$ cat src/rtl/gpr_dump_pkg.sv
`default_nettype none
// ============================================================================
//  Module   : gpr_dump_pkg
//  Purpose  : Shared types and default sizes for the GPR dump reader.
//  Revision : 1.0 - initial release
// ============================================================================
package gpr_dump_pkg;

  // Default register file geometry (RV32 integer file)
  localparam int c_NREGS_DEFAULT = 32;
  localparam int c_AW_DEFAULT    = 5;
  localparam int c_XLEN_DEFAULT  = 32;

  // Dump sequencer states
  typedef enum logic [1:0] {
    IDLE = 2'd0,
    READ = 2'd1,
    SEND = 2'd2,
    DONE = 2'd3
  } dumpState_t;

  // Index of the first register emitted by a dump
  function automatic int firstIndex(input int skipX0);
    return (skipX0 != 0) ? 1 : 0;
  endfunction

endpackage : gpr_dump_pkg
`default_nettype wire

$ cat src/rtl/gpr_dump.sv
`default_nettype none
// ============================================================================
//  Module   : gpr_dump
//  Purpose  : Walks register file read port 1 in ascending order and streams
//             each {index, value} pair over a valid/ready interface. Stalls
//             the core for the whole dump so the captured values form one
//             consistent snapshot.
//  Revision : 1.0 - initial release
// ============================================================================
module gpr_dump
  import gpr_dump_pkg::*;
#(
  parameter int NREGS   = c_NREGS_DEFAULT,
  parameter int AW      = c_AW_DEFAULT,
  parameter int XLEN    = c_XLEN_DEFAULT,
  parameter int SKIP_X0 = 0
) (
  input  logic            WrClk,
  input  logic            rst,
  input  logic            start,
  output logic            busy,
  output logic            done,
  output logic            stall,
  output logic [AW-1:0]   Ra,
  input  logic [XLEN-1:0] busA,
  output logic            out_valid,
  input  logic            out_ready,
  output logic [AW-1:0]   out_idx,
  output logic [XLEN-1:0] out_data
);

  localparam logic [AW-1:0] c_FIRST_IDX = AW'(firstIndex(SKIP_X0));
  localparam logic [AW-1:0] c_LAST_IDX  = AW'(NREGS - 1);

  dumpState_t      r_state;
  logic [AW-1:0]   r_idx;
  logic [AW-1:0]   r_ra;
  logic            r_outValid;
  logic [AW-1:0]   r_outIdx;
  logic [XLEN-1:0] r_outData;
  logic            r_done;

  logic            w_handshake;
  logic            w_lastBeat;
  logic [AW-1:0]   w_nextIdx;

  // Beat accepted by the sink; only meaningful while a beat is on offer
  assign w_handshake = r_outValid & out_ready;
  assign w_lastBeat  = (r_idx == c_LAST_IDX);
  assign w_nextIdx   = r_idx + AW'(1);

  // Dump sequencer: index counter, read address, captured beat and done pulse
  always_ff @(posedge WrClk) begin
    if (rst) begin
      r_state    <= IDLE;
      r_idx      <= '0;
      r_ra       <= '0;
      r_outValid <= 1'b0;
      r_outIdx   <= '0;
      r_outData  <= '0;
      r_done     <= 1'b0;
    end else begin
      case (r_state)
        IDLE: begin
          r_done     <= 1'b0;
          r_outValid <= 1'b0;
          if (start) begin
            r_idx   <= c_FIRST_IDX;
            r_ra    <= c_FIRST_IDX;
            r_state <= READ;
          end
        end

        READ: begin
          // Register file read is combinational: capture busA this cycle
          r_outData  <= busA;
          r_outIdx   <= r_idx;
          r_outValid <= 1'b1;
          r_ra       <= '0;
          r_state    <= SEND;
        end

        SEND: begin
          // Beat held stable until the sink takes it
          if (w_handshake) begin
            r_outValid <= 1'b0;
            if (w_lastBeat) begin
              r_done  <= 1'b1;
              r_state <= DONE;
            end else begin
              r_idx   <= w_nextIdx;
              r_ra    <= w_nextIdx;
              r_state <= READ;
            end
          end
        end

        DONE: begin
          r_done  <= 1'b0;
          r_state <= IDLE;
        end

        default: begin
          r_state    <= IDLE;
          r_outValid <= 1'b0;
          r_done     <= 1'b0;
          r_ra       <= '0;
        end
      endcase
    end
  end

  assign busy      = (r_state != IDLE);
  assign stall     = busy;
  assign done      = r_done;
  assign Ra        = r_ra;
  assign out_valid = r_outValid;
  assign out_idx   = r_outIdx;
  assign out_data  = r_outData;

endmodule : gpr_dump
`default_nettype wire

$ cat config.mk
export PLATFORM = sky130hd
export DESIGN_NAME = gpr_dump
export DESIGN_NICKNAME = d
export VERILOG_FILES = /design/src/rtl/gpr_dump_pkg.sv /design/src/rtl/gpr_dump.sv
export SDC_FILE = /design/constraint.sdc
export NUM_CORES = 1
export LEC_CHECK = 0
export ABC_CLOCK_PERIOD_IN_PS = 2400
export BUFFER_PORTS_ARGS = -buffer_cell sky130_fd_sc_hd__clkbuf_2
export CORE_ASPECT_RATIO = 0.9
export CORE_UTILIZATION = 47
export DETAILED_ROUTE_END_ITERATION = 6
export HOLD_SLACK_MARGIN = 0.1
export PLACE_DENSITY_LB_ADDON = 0.3
export SLEW_MARGIN = 20
export SYNTH_ARGS = -nofsm -noshare
export SYNTH_HDL_FRONTEND = slang
export SYNTH_SLANG_ARGS = --single-unit
export TNS_END_PERCENT = 100
$ cat constraint.sdc
create_clock -name WrClk -period 2.4 [get_ports WrClk]
set_input_delay 0.48 -clock WrClk [delete_from_list [all_inputs] [get_ports WrClk]]
set_output_delay 0.48 -clock WrClk [all_outputs]
set_load 0.03 [all_outputs]
==> impl_metrics.json <==
{
  "syn_nets": 250,
  "slew_violations": 0,
  "ys_warn_count": 0,
  "fmax_mhz": 516,
  "placementRows": 22,
  "drtAntennaViolNets": 0,
  "dpl_cell_area_um2": 2560,
  "nFillCells": 387,
  "design_area_um2": 2660,
  "fin_crit_ps": 1940,
  "r2r_slack_ps": 460,
  "floorplan.die.height_um": 65.7,
  "grt_overflow_total": 0,
  "area_growth_pct": 25.7,
  "grt_max_degree": 24,
  "place_congestion": 0.787,
  "post-route-period-util_pct": 80.7,
  "slew_headroom_pct": 62.9,
  "max_stage_delay_ps": 410,
  "final_hold_viol_count": 0,
  "syn_inst": 206,
  "worstSetupStartpointType": "flop",
  "syn_area_per_cell_um2": 10.3,
  "portBuffers": 81,
  "powerDensity_nw_per_um2": 1130,
  "yosysTopAreaCell": "dfxtp_1",
  "nets": 329,
  "synth.top_cell.area_share_pct": 48.2,
  "synth-edff-count": 0,
  "cp.arrival_ps": 2130,
  "critPathCapture": "Ra[2]",
  "r2r-end": "Ra[2]",
  "ys.flop_type": "dfxtp_1",
  "path_depth": 5,
  "numCtsBuffers": 5,
  "tightest_slew_ps": 557,
  "grtUsageTotal_pct": 19.2,
  "multiInputGateArea_um2": 1010,
  "ys_seq_elements": 51,
  "critPathRequiredTime_ps": 2590,
  "synth.cell_area_um2": 2120,
  "first_pass_iters": 4,
  "crit_chain": "inv_1 -> ha_1 -> a21boi_4 -> nor4_4 -> mux2_1",
  "fp.dieW_um": 72.7,
  "cts_sinks": 51,
  "reg2reg_from": "r_state[0]",
  "detailed_place_hpwl_um": 3010,
  "clock-skew-final_ps": 6.83,
  "path_max_fanout": 17,
  "grt_antenna_before_repair": 0,
  "n_antenna_cell": 0,
  "cp-startpoint": "r_state[0]",
  "r2r_cells": 5,
  "drive_gt1_share_pct": 34.0,
  "synth.most_common_cell": "dfxtp_1",
  "die_area_um2": 4780,
  "ys_types": 40,
  "crit_family": "adder cells",
  "worstSetupPathType": "reg2reg",
  "post-route-drc-count": 0,
  "vdd_drop_max_v": 0.000644,
  "rsz0062_at_grt": "no",
  "clk_latency_ps": 290,
  "min_path_type": "in2reg",
  "num_vias": 1692,
  "synthTopCellsByCount": "51 x dfxtp_1, 39 x nor2_1, 38 x mux2i_1, 8 x ha_1, 8 x nand2_1",
  "crit_path_end_kind": "flop",
  "setup_viol": 0,
  "grt_pass1_wl_um": 6990,
  "clock-root-buffer": "clkbuf_8",
  "drv_cap": 0,
  "drt_iter0_markers": 106,
  "wl_um": 4160,
  "regArea_um2": 1020,
  "p_leak_nw": 1.24,
  "hold_buffers": 0,
  "core_area_um2": 4180,
  "clkTransAtPathRegs_ps": 90,
  "synth.area.top_cells": "dfxtp_1 48%, mux2i_1 18%, nor2_1 6.9%",
  "drt-vias-per-instance": 4.90,
  "cts_buffer_depth": 2,
  "wl_per_cell_um": 12.0,
  "crit_buf_inv": 1,
  "h-tree-depth": 2,
  "critPathSlowestCell": "ha_1",
  "cts_setup_buffers": 0,
  "setup-tns-final_ps": 0,
  "cts_resized": 0,
  "status": "completed",
  "synth_seq_area_share_pct": 48.2,
  "start_util_pct": 50.6,
  "grt_pass1_vias": 1539,
  "cts_tree": "built",
  "ios": 82,
  "async_flop_share_pct": 0
}
cells in the final DEF (no fill, tap or decap), types with 3 or more instances in the layout:
master,instances
clkbuf_2,81
dfxtp_1,51
nor2_1,39
mux2i_1,38
nand2_1,8
ha_1,7
clkbuf_8,5
inv_1,4
o32ai_1,4
a21oi_1,4
buf_4,4
nand4_1,3
nand3_1,3
flip-flops by register name, indices dropped and copies added (netlist names):
name and cells:
done 1, out_data 32, Ra 5, out_valid 1, r_idx 5, r_state 2
out_idx 5
how the worst min path moves through the flow:
stage,endpoint,slack (ps),from,cells past startpoint
floorplan,r_idx[1],460,r_idx[1],2
global placement,done,450,done,2
detailed placement,done,460,done,2
CTS,out_data[12],410,busA[12],3
global route,out_data[3],400,busA[3],3
finish,out_data[29],420,busA[29],3
cell families (layout without fill, tap and decap cells):
kind of cell	count (synthesis)	count (layout)	share of synthesized area [%]
AO/OA/AOI/OAI	22	22	8.04
XOR/XNOR	2	2	0.828
adder cells (fa/ha/maj)	8	8	4.73
buffers and inverters	17	96	4.14
flip-flops	51	51	48.2
multiplexers	39	39	18.5
AND/OR/NAND/NOR	67	67	15.5
cell type report:
type	count	share of cell area (%)
sequential	51	38.4
clock inverter	1	1.13
inverter	4	0.564
multi-input combinational	138	38.0
clock buffer	6	2.73
timing repair buffer	85	16.4
tap	60	2.82
per-stage QoR:
| stage | setup slack [ps] | total power, mW | utilization (%) | cells | hold slack [ps] |
|---|---|---|---|---|---|
| after global placement | 518 | 2.45 | 61.1 | 338 | 452 |
| after floorplan | 633 | 2.19 | - | 206 | 465 |
| after CTS | 448 | 3.03 | 63.6 | 345 | 411 |
| after global routing | 344 | 3.20 | 63.6 | 345 | 404 |
| after detailed placement | 454 | 2.46 | 61.1 | 338 | 457 |
| final | 462 | 3.00 | 63.6 | 345 | 416 |
worst min-delay path, cell delays in order:
cell      delay (ps)
clkbuf_2          70
mux2i_1           50
nor2_1            70
layer usage:
metal | global-route usage (%) | wire (um) | part of all wire [%]
met5 | 0 | 0 | 0
met4 | 6.37 | 29 | 0.70
met1 | 24.6 | 1940 | 47
met3 | 6.29 | 265 | 6.4
met2 | 30.3 | 1920 | 46
where the power goes:
group          switching, mW  internal (mW)  leakage (nW)
Combinational          0.843          0.512         0.778
Clock                  0.258          0.306        0.0513
Sequential            0.0889          0.997         0.415
Note: power is estimated with default switching activity, not from simulation.
